--- src/rtl/pipe_stall_ctrl.sv ---
// ============================================================================
// pipe_stall_ctrl
// ----------------------------------------------------------------------------
// Central stall/flush sequencer for the six-stage pipeline
// (PC, IF/ID, ID/EX, EX/MEM, MEM/WB, WB).
//
// - Merges the level stall requests from ID and EX.
// - Sequences multi-cycle EX operations (madd/msub/div) with a remaining-cycle
//   down-counter. An op of length N stalls exactly N cycles, counting the
//   start cycle.
// - Drives the stall vector read by every pipeline register. EX-level stalls
//   hold EX/MEM but not MEM/WB, so EX/MEM inserts a bubble.
// - Aborts any multi-cycle op on flush_req and emits a one-cycle flush strobe.
//
// Optional feature (macro STALL_PERF_CNT_EN):
//   defined   -> stall_perf_cnt counts cycles with stall[0]=1 and saturates
//                at all-ones; only rst clears it.
//   undefined -> no counter logic; stall_perf_cnt is tied to 0.
//
// Ports:
//   clk              in   clock
//   rst              in   synchronous, active-high reset
//   stallreq_from_id in   level stall request from ID (load-use etc.)
//   stallreq_from_ex in   level stall request from EX (single-cycle hazards)
//   ex_mc_start      in   one-cycle pulse: EX begins a multi-cycle op
//   ex_mc_cycles     in   stall length N of that op, sampled with ex_mc_start
//   flush_req        in   one-cycle pulse: abort and flush the pipeline
//   stall[5:0]       out  1 = Stop; bit0=PC ... bit5=WB
//   flush            out  registered flush strobe
//   ex_mc_busy       out  high while a multi-cycle op is being sequenced
//   ex_mc_done       out  pulse in the first cycle after the op's last stall
//   stall_perf_cnt   out  stalled-cycle counter (see optional feature)
// ============================================================================
module pipe_stall_ctrl #(
    parameter int MC_CNT_W = 6,
    parameter int PERF_W   = 32
) (
    input  logic                clk,
    input  logic                rst,
    input  logic                stallreq_from_id,
    input  logic                stallreq_from_ex,
    input  logic                ex_mc_start,
    input  logic [MC_CNT_W-1:0] ex_mc_cycles,
    input  logic                flush_req,
    output logic [5:0]          stall,
    output logic                flush,
    output logic                ex_mc_busy,
    output logic                ex_mc_done,
    output logic [PERF_W-1:0]   stall_perf_cnt
);

    localparam logic [0:0] IDLE    = 1'b0;
    localparam logic [0:0] MC_BUSY = 1'b1;

    // Stall encodings: EX-level holds everything up to EX/MEM.
    localparam logic [5:0] STALL_EX   = 6'b001111;
    localparam logic [5:0] STALL_ID   = 6'b000111;
    localparam logic [5:0] STALL_NONE = 6'b000000;

    localparam logic [MC_CNT_W-1:0] ONE = MC_CNT_W'(1);

    logic [0:0]          state;
    logic [MC_CNT_W-1:0] rem;

    assign ex_mc_busy = (state == MC_BUSY);

    // Combinational stall vector, masked by rst and by a flush request.
    always_comb begin
        // NOTE: assign a default first so every path drives stall; otherwise
        // the incomplete if/else chain infers a latch.
        stall = STALL_NONE;
        if (rst || flush_req) begin
            stall = STALL_NONE;
        end else if (state == MC_BUSY) begin
            stall = STALL_EX;
        end else if (stallreq_from_ex || (ex_mc_start && ex_mc_cycles != '0)) begin
            stall = STALL_EX;
        end else if (stallreq_from_id) begin
            stall = STALL_ID;
        end
    end

    // Sequencer: state, remaining-cycle counter, flush strobe and done pulse.
    always_ff @(posedge clk) begin
        // NOTE: non-blocking assignments so all registers update together
        // from the pre-edge values, regardless of statement order.
        if (rst) begin
            state      <= IDLE;
            rem        <= '0;
            flush      <= 1'b0;
            ex_mc_done <= 1'b0;
        end else begin
            flush      <= flush_req;
            ex_mc_done <= 1'b0;
            if (flush_req) begin
                // Abort: drop any op in flight and any coincident start.
                state <= IDLE;
                rem   <= '0;
            end else if (state == MC_BUSY) begin
                // ex_mc_start is ignored here: no reload mid-op.
                rem <= rem - ONE;
                if (rem == ONE) begin
                    state      <= IDLE;
                    ex_mc_done <= 1'b1;
                end
            end else if (ex_mc_start) begin
                // The start cycle is itself the first stalled cycle, so only
                // N-1 further cycles remain.
                if (ex_mc_cycles == ONE) begin
                    ex_mc_done <= 1'b1;
                end else if (ex_mc_cycles > ONE) begin
                    rem   <= ex_mc_cycles - ONE;
                    state <= MC_BUSY;
                end
            end
        end
    end

`ifdef STALL_PERF_CNT_EN
    // Saturating count of cycles that hold the PC. stall is already zero
    // during rst, so rst cycles are never counted.
    always_ff @(posedge clk) begin
        if (rst) begin
            stall_perf_cnt <= '0;
        end else if (stall[0] && (stall_perf_cnt != {PERF_W{1'b1}})) begin
            stall_perf_cnt <= stall_perf_cnt + PERF_W'(1);
        end
    end
`else
    assign stall_perf_cnt = '0;
`endif

endmodule

--- config.mk ---
export PLATFORM = sky130hd
export DESIGN_NAME = pipe_stall_ctrl
export DESIGN_NICKNAME = d
export VERILOG_FILES = /design/src/rtl/pipe_stall_ctrl.sv
export SDC_FILE = /design/constraint.sdc
export NUM_CORES = 1
export LEC_CHECK = 0
export ABC_AREA = 1
export CAP_MARGIN = 20
export CORE_UTILIZATION = 35
export CTS_BUF_LIST = sky130_fd_sc_hd__clkbuf_16
export CTS_CLUSTER_SIZE = 40
export DETAILED_ROUTE_END_ITERATION = 16
export GPL_TIMING_DRIVEN = 0
export HOLD_SLACK_MARGIN = 0.03
export MAX_ROUTING_LAYER = met4
export PLACE_DENSITY = 0.76
export RECOVER_POWER = 50
export SYNTH_ARGS = -nofsm -noshare
export SYNTH_HDL_FRONTEND = slang
export SYNTH_SLANG_ARGS = --single-unit
--- constraint.sdc ---
create_clock -name clk -period 1.22 [get_ports clk]
set_clock_uncertainty 0.15 [all_clocks]
set_input_delay 0.183 -clock clk [delete_from_list [all_inputs] [get_ports clk]]
set_output_delay 0.183 -clock clk [all_outputs]
set_load 0.005 [all_outputs]
==> impl_metrics.toml <==
[status]
status = "finished with violations"
violations = "setup timing"

[layout]
fin_nets = 234
final_common_cell = "buf_4"
post_route_cells_drive_above_1_share = 0.484
final_cell_area_um2 = 1720
areaGrowthSynthToFinish_pct = 74.1
fin_util = 0.669
antenna-diode-count = 0
fill_cells = 216
final_cell_mix = "buf_4 (44), conb_1 (34), nand2_1 (17)"

[synthesis]
synth_area_um2 = 986
ys_seq_area_frac = 0.183
async_reset_ff_frac = 0
synth_cells = 146
synth_edf_count = 0
ys_ff_latch = 9
yosys_warnings = 0
synth_cell_types = 24
syn-mean-instance-area_um2 = 6.75
synth_ff_type = "dfxtp_1"

[power_and_ir_drop]
ir_drop_v = 0.00101
p_leak_nw = 0.917
finalPower_mw = 1.39
powerDensity_nw_per_um2 = 808

[timing]
report.final.slew_viol_count = 0
finalSetupTns_ps = -2290
fin_crit_sh = 1.27
rsz0062_at_grt = "true"
hold_viol = 0
clock.fmax_mhz = 643
finalSetupViolations = 12
timing.final.ws_setup_ps = -335
layout_min_cycle_time_ps = 1560

[placed_design]
dp_slack_ps = -1270
place_area_um2 = 1350
gp_congestion = 0.861
io_buffer_count = 18
hpwl_um = 1560

[clock_network]
clock_sinks = 9
htree_levels = 1
postCtsHoldBufs = 0
clkTransAtPathRegs_ps = 40
cts_max_path_buffers = 2
root_buffer = "clkbuf_16"
insertion_delay_ps = 230
cts_buffers = 3
cts_tree = "built"

[setup_path]
slowest_stage = "dfxtp_2"
crit_chain = "buf_6 > nor2_4 > a21oi_2 > a21o_1 > buf_6 > buf_6"
cp_max_fo = 3
cpLargestDelayFamily = "buffers and inverters"
worstPathRequired_ps = 890
worst-setup-path-type = "reg -> out"
start_kind = "register"
max_stage_delay_ps = 330
crit_path_end_kind = "output port"
cp_data_arrival_time_ps = 1220
path_buf_inv = 3
timing.critical_path.mode_cell = "buf_6"

[floorplanning]
initial_core_util = 0.384
die_x_um = 55.1
die_y_um = 55.1
rows = 18
core_area_um2 = 2570
die_area_um2 = 3030
ioPinCount = 53

[routing]
wirelength_um = 2700
ant_nets = 0
first_pass_iters = 4
num_vias = 1064
drt_iter0_drc = 34
wl_per_cell_um = 10.9
drc = 0
via_per_inst = 4.31

[global_route]
grt_pass1_vias = 880
track_usage = 0.192
grt_antenna_before_repair = 0
grt_remaining_overflow = 0
grt_max_degree = 8
grt_pass1_wl_um = 3970

[job]
maxCapViolations = 0

[hold_path]
hp-class = "in -> reg"
## routing by layer
metal  part of all wire  wire length (um)  vias up  track usage
met5                  0                 0        -            -
met4              0.015                41        0       0.0500
met3              0.063               170        4       0.0464
met2               0.54              1460       42        0.343
met1               0.38              1020      473        0.210
li1                   -                 -      545            -
## flip-flops by register name (all words and copies together) (netlist names)
| register | cells |
|---|---|
| ex_mc_busy | 1 |
| rem | 6 |
| ex_mc_done | 1 |
| flush | 1 |
## layout make-up
type                       count  area, um2  share of cell area
buffer                        37        293               0.171
clock buffer                   3       75.1              0.0437
clock inverter                 1       5.00             0.00292
inverter                      12       61.3              0.0357
multi-input combinational    120        743               0.433
sequential                     9        183               0.106
tap                           30       37.5              0.0219
timing repair buffer          35        319               0.186
## kinds of logic after synthesis
group           count (synthesis)  share of synthesized area
simple gates                   67                      0.334
buf+inv                        50                      0.335
compound gates                 12                     0.0660
flops                           9                      0.183
fa+ha+maj                       4                     0.0508
xor+xnor                        2                     0.0178
other cells                     1                    0.00380
mux                             1                     0.0102
## metrics by stage
stage / hold slack [ps] / cells
floorplan: 104 / 179
global placement: 351 / 227
detailed placement: 353 / 227
CTS: 124 / 247
global route: 151 / 247
finish: 150 / 247
## worst paths after layout
check	cells after the start	start	endpoint	slack, ps
worst max-delay path	6	ex_mc_busy$_SDFF_PN0_	stall[2]	-340
worst min-delay path	4	ex_mc_cycles[0]	rem[0]$_SDFFE_PN0P_	150
worst max register to register	8	ex_mc_busy$_SDFF_PN0_	rem[5]$_SDFFE_PN0P_	-200
worst min register to register	2	rem[0]$_SDFFE_PN0P_	rem[0]$_SDFFE_PN0P_	360
## worst reg2reg max path: stages (launching register included)
cell and delay [ps]:
dfxtp_2 330, buf_6 120, buf_4 130, buf_8 130, clkinv_8 70, buf_8 120, nand3_4 90, o21ai_2 130
nor2_1 50
## cells in the mapped netlist (2+ instances only)
| cell type | number | area, um2 |
|---|---|---|
| nor2_1 | 12 | 45.0 |
| dfxtp_1 | 9 | 180 |
| nand3_2 | 3 | 30.0 |
| nand3b_1 | 2 | 15.0 |
| nand2_2 | 2 | 12.5 |
| nand3_1 | 17 | 85.1 |
| a21oi_1 | 5 | 25.0 |
| buf_4 | 38 | 285 |
| ha_1 | 4 | 50.1 |
| inv_1 | 11 | 41.3 |
| nand2_1 | 23 | 86.3 |
| o21ai_0 | 4 | 20.0 |
| nand4_1 | 3 | 18.8 |
| nor2_2 | 3 | 18.8 |
## where the power goes
| group | total [mW] | internal [mW] | leakage (nW) | switching, mW |
|---|---|---|---|---|
| clock | 0.583 | 0.433 | 0.0409 | 0.150 |
| sequential | 0.324 | 0.311 | 0.0746 | 0.0134 |
| combinational | 0.480 | 0.251 | 0.801 | 0.229 |
| total | 1.39 | 0.995 | 0.917 | 0.392 |
## repair_timing
item,CTS,global route
setup endpoints to repair,15,12
setup buffers,16,3
gates cloned,1,0
resized for setup,82,21
pin swaps,24,11
No activity file was read; power rests on OpenSTA's default activity.
